[src/rtl/fixed_accumulator.sv]
// rtl/fixed_accumulator.sv - 8.8 fixed-point burst accumulator with sticky overflow (optional FIXED_ACC_SATURATE_EN)
module fixed_accumulator #(
    parameter int MAX_TERMS = 16
) (
    input  logic        clk,
    input  logic        rst_n,
    input  logic        in_valid,
    output logic        in_ready,
    input  logic [15:0] in_data,
    input  logic        in_ovf,
    input  logic        in_last,
    output logic        out_valid,
    input  logic        out_ready,
    output logic [15:0] out_sum,
    output logic        out_ovf,
    output logic [7:0]  out_count
);

    localparam logic [7:0] MAX_CNT = 8'(MAX_TERMS);

    typedef enum logic [1:0] {IDLE, ACC, HOLD} state_t;

    state_t      state;
    logic [15:0] acc;
    logic [7:0]  cnt;
    logic        ovf;
    logic        in_ready_r;
    logic        out_valid_r;

    logic        in_fire;
    logic        out_fire;
    logic [16:0] sum17;
    logic [7:0]  cnt_inc;
    logic [15:0] acc_first;
    logic [15:0] acc_next;

    assign in_fire  = in_valid & in_ready_r;
    assign out_fire = out_valid_r & out_ready;

    // Datapath: 17-bit add exposes the carry; saturating build clamps on any overflow source
    always_comb begin
        sum17   = {1'b0, acc} + {1'b0, in_data};
        cnt_inc = cnt + 8'd1;
`ifdef FIXED_ACC_SATURATE_EN
        acc_first = in_ovf ? 16'hFFFF : in_data;
        acc_next  = (ovf | sum17[16] | in_ovf) ? 16'hFFFF : sum17[15:0];
`else
        acc_first = in_data;
        acc_next  = sum17[15:0];
`endif
    end

    // Burst FSM; handshake flags are registered so they depend on state only
    always_ff @(posedge clk or negedge rst_n) begin
        if (!rst_n) begin
            state       <= IDLE;
            acc         <= 16'd0;
            cnt         <= 8'd0;
            ovf         <= 1'b0;
            in_ready_r  <= 1'b1;
            out_valid_r <= 1'b0;
        end else begin
            case (state)
                IDLE: begin
                    if (in_fire) begin
                        acc <= acc_first;
                        cnt <= 8'd1;
                        ovf <= in_ovf;
                        if (in_last || (MAX_CNT == 8'd1)) begin
                            state       <= HOLD;
                            in_ready_r  <= 1'b0;
                            out_valid_r <= 1'b1;
                        end else begin
                            state <= ACC;
                        end
                    end
                end
                ACC: begin
                    if (in_fire) begin
                        acc <= acc_next;
                        cnt <= cnt_inc;
                        ovf <= ovf | sum17[16] | in_ovf;
                        if (in_last || (cnt_inc == MAX_CNT)) begin
                            state       <= HOLD;
                            in_ready_r  <= 1'b0;
                            out_valid_r <= 1'b1;
                        end
                    end
                end
                HOLD: begin
                    if (out_fire) begin
                        state       <= IDLE;
                        acc         <= 16'd0;
                        cnt         <= 8'd0;
                        ovf         <= 1'b0;
                        in_ready_r  <= 1'b1;
                        out_valid_r <= 1'b0;
                    end
                end
                default: begin
                    state       <= IDLE;
                    acc         <= 16'd0;
                    cnt         <= 8'd0;
                    ovf         <= 1'b0;
                    in_ready_r  <= 1'b1;
                    out_valid_r <= 1'b0;
                end
            endcase
        end
    end

    assign in_ready  = in_ready_r;
    assign out_valid = out_valid_r;
    assign out_sum   = acc;
    assign out_ovf   = ovf;
    assign out_count = cnt;

endmodule

[config.mk]
export PLATFORM = sky130hd
export DESIGN_NAME = fixed_accumulator
export DESIGN_NICKNAME = d
export VERILOG_FILES = /design/src/rtl/fixed_accumulator.sv
export SDC_FILE = /design/constraint.sdc
export NUM_CORES = 1
export LEC_CHECK = 0
export CORE_AREA = 2 2 84 86
export CTS_CLUSTER_DIAMETER = 30
export DETAILED_ROUTE_END_ITERATION = 8
export DIE_AREA = 0 0 86 88
export PLACE_DENSITY_LB_ADDON = 0.1
export SYNTH_ARGS = -nofsm -noshare
export SYNTH_HDL_FRONTEND = slang
export SYNTH_SLANG_ARGS = --single-unit
[constraint.sdc]
create_clock -name clk -period 6.1 [get_ports clk]
set_clock_uncertainty 0.1 [all_clocks]
set_input_delay 1.525 -clock clk [delete_from_list [all_inputs] [get_ports clk]]
set_output_delay 1.525 -clock clk [all_outputs]
set_load 0.03 [all_outputs]
==> metrics.md <==
| Metric | Value |
|---|---|
| Tmin final | `3.80 ns` |
| Initial antenna violation count | `0` |
| Commonest non-fill, non-tap cell in the layout | `clkdlybuf4s50_1` |
| First-pass GRT wire length | `10,300 µm` |
| Ports | `49` |
| Port Buf Inserts | `48` |
| Setup crit start kind | `input pin` |
| Worst r2r src | `state[0]` |
| Post-synthesis sequential area ratio | `32.3%` |
| Die ar. | `7570 µm²` |
| Outcome | `complete, no violations` |
| Total CTS buffers | `5` |
| Vias in the first global route | `2,105` |
| Measured slew at the worst slew-check pin | `1.00 ns` |
| Vias | `2,125` |
| Synth top area cells | `dfrtp_1 (31%), ha_1 (9.4%), nand2_1 (7.3%)` |
| Count of clock tree sinks | `29` |
| Area grow syn2layout | `28.3%` |
| P_sw | `0.0976 mW` |
| Global router's overall resource usage | `17.1%` |
| Routability cong. | `0.884` |
| Share of flip-flops with an asynchronous set or reset | `100%` |
| Root buffer cell | `clkbuf_8` |
| Flops & latches, synth | `29` |
| Net Sw Frac | `24.2%` |
| Total Power | `0.403 mW` |
| Cell Area, Synth | `2250 µm²` |
| Remaining global-route overflow | `0` |
| DR vias/cell | `5.33` |
| Die H | `88 µm` |
| TritonRoute pass-1 iters | `4` |
| Core area | `6640 µm²` |
| Distinct cells, synth | `47` |
| Dpl hpwl | `4320 µm` |
| Sequential power share | `47.7%` |
| DRC Markers | `0` |
| Clock buffer depth | `2` |
| Max Slew Vio Count | `0` |
| Req. time, crit path | `6.17 ns` |
| 1st-iter DRT viols | `86` |
| Rel. slew slack | `32.9%` |
| Final Cycle Share | `62.4%` |
| Leakage power | `1.22 nW` |
| Number of synthesized flops with an enable pin | `0` |
| Biggest area consumer among synthesized cells | `dfrtp_1` |
| CP startpoint | `in_data[0]` |
| Share of layout cells above drive strength 1 | `5.33%` |
| Clock Latency Late Sink | `0.28 ns` |
| WS Path Type | `input pin to flip-flop` |
| DRT antenna net count | `0` |
| Crit path capture type | `flip-flop` |
| Setup_tns | `0 ns` |
| Hold Fails Final Rpt | `0` |
| Total of max-cap violations | `0` |
| Int Power | `0.306 mW` |
| Post-synthesis cell count | `272` |
| Post-synth top flop | `dfrtp_1` |
| Worst EP arrival | `3.87 ns` |
| Wire per inst | `14.9 µm` |
| Final WL | `5950 µm` |
| CTS tree | `done` |
| Mapped Nets | `312` |
| Post-CTS Setup Inserts | `0` |
| Clock-pin slew on the worst setup and hold paths | `0.07 ns` |
| Area share of the largest cell type after synthesis | `31.1%` |
| Startpoint of the worst hold path | `out_sum[0]` |
| Commonest non-fill, non-tap cells in the layout | `clkdlybuf4s50_1 (48), nand2_1 (44), dfrtp_1 (28)` |
| Final setup viols | `0` |
| Chip width | `86 µm` |
| Combinational Power Share | `10.6%` |
| Yosys warns | `0` |
| Site Rows | `30` |
| Worst-path fanout max | `4` |
| Hold WC Path Type | `flip-flop to flip-flop` |
| VDD IR-drop max | `0.0000811 V` |
| PwrDens | `140 nW/µm²` |
| RSZ-0062 raised after global routing | `false` |
| Fmax | `0.263 GHz` |
| Ant. Diodes | `0` |
| Resize count post-CTS | `0` |
| Hold Buf Count CTS | `0` |
| Largest net degree at the start of global routing | `30` |
| Clock power frac | `41.6%` |
| H-tree depth | `2` |
| Starting Density | `33.9%` |
| Final Net Count | `358` |
| Post-Synthesis Mean Instance Area | `8.28 µm²` |
[power groups by stage]
| stage | registers [mW] | clock network [mW] | logic, mW |
|---|---|---|---|
| final | 0.192 | 0.168 | 0.0429 |
| after global routing | 0.192 | 0.185 | 0.0477 |
| after CTS | 0.192 | 0.175 | 0.0434 |
| after detailed placement | 0.196 | 0 | 0.0431 |
| after global placement | 0.196 | 0 | 0.0432 |
| after floorplan | 0.196 | 0 | 0.0191 |
[cell usage after synthesis, types with 3 or more instances]
cell type	instances
xnor2_1	6
o221ai_1	4
a31oi_1	3
buf_2	9
o21ai_0	20
mux2i_1	7
o21a_1	5
nand3_1	13
nor2_1	20
o31ai_1	6
xor2_1	6
o211ai_1	3
nor3b_1	3
inv_1	10
a21oi_1	20
a21o_1	5
nor3_1	5
o22ai_1	3
nand2_1	44
ha_1	17
dfrtp_1	28
[metrics by stage]
| step | hold slack [ns] | util [%] | setup slack [ns] | cells | area [µm²] |
|---|---|---|---|---|---|
| final | 0.426 | 43.5 | 2.30 | 399 | 2890 |
| after global routing | 0.450 | 43.5 | 2.12 | 399 | 2890 |
| after CTS | 0.433 | 43.5 | 2.29 | 399 | 2890 |
| after detailed placement | 0.415 | 42.1 | 1.99 | 391 | 2800 |
| after global placement | 0.405 | 42.1 | 2.03 | 391 | 2800 |
| after floorplan | 0.479 | - | 2.69 | 272 | 2250 |
[kinds of logic after synthesis]
group	count (synthesis)	share of synthesized area, %
simple gates	99	19.9
compound gates	86	25.7
flops	29	32.3
buf+inv	21	4.00
fa+ha+maj	18	10.3
xor+xnor	12	4.67
mux	7	3.11
[area by class of cell]
type / instances / area [µm²]
clock buffers: 8 / 90.1
inverters: 10 / 37.5
fillers: 680 / 3750
flip-flops and latches: 29 / 727
multi-input cells: 222 / 1440
well taps: 80 / 100
repair buffers: 50 / 495
[worst max-delay path, stage by stage]
cell	delay, ns
clkdlybuf4s50_1	0.48
ha_1	0.17
inv_1	0.05
fa_1	0.40
and2b_1	0.23
o21bai_1	0.08
a31o_1	0.28
a31oi_1	0.23
nor3_1	0.07
a311o_1	0.35
[worst paths after layout]
path / depth (start not counted) / to / slack, ns
max: 10 / out_sum[10] / 2.30
min: 2 / out_sum[0] / 0.43
max reg2reg: 6 / out_sum[10] / 3.43
min reg2reg: 2 / out_sum[0] / 0.43
max in group asynchronous: 2 / in_ready / 4.01
min in group asynchronous: 2 / out_sum[3] / 1.55
[state kept, by name, summed over array words and instances, names as in the netlist]
| register | flops |
|---|---|
| out_sum | 16 |
| out_count | 8 |
| state | 2 |
| in_ready | 1 |
| out_ovf | 1 |
| out_valid | 1 |
[metal layers]
layer	part of all wire, %	track usage, %	routed length (µm)	vias up
met3	3.8	3.39	229	6
li1	-	-	-	1080
met4	0.99	4.47	59	0
met2	46	27.7	2750	44
met5	0	0	0	-
met1	49	23.4	2910	995
(Power assumes the default switching activity.)
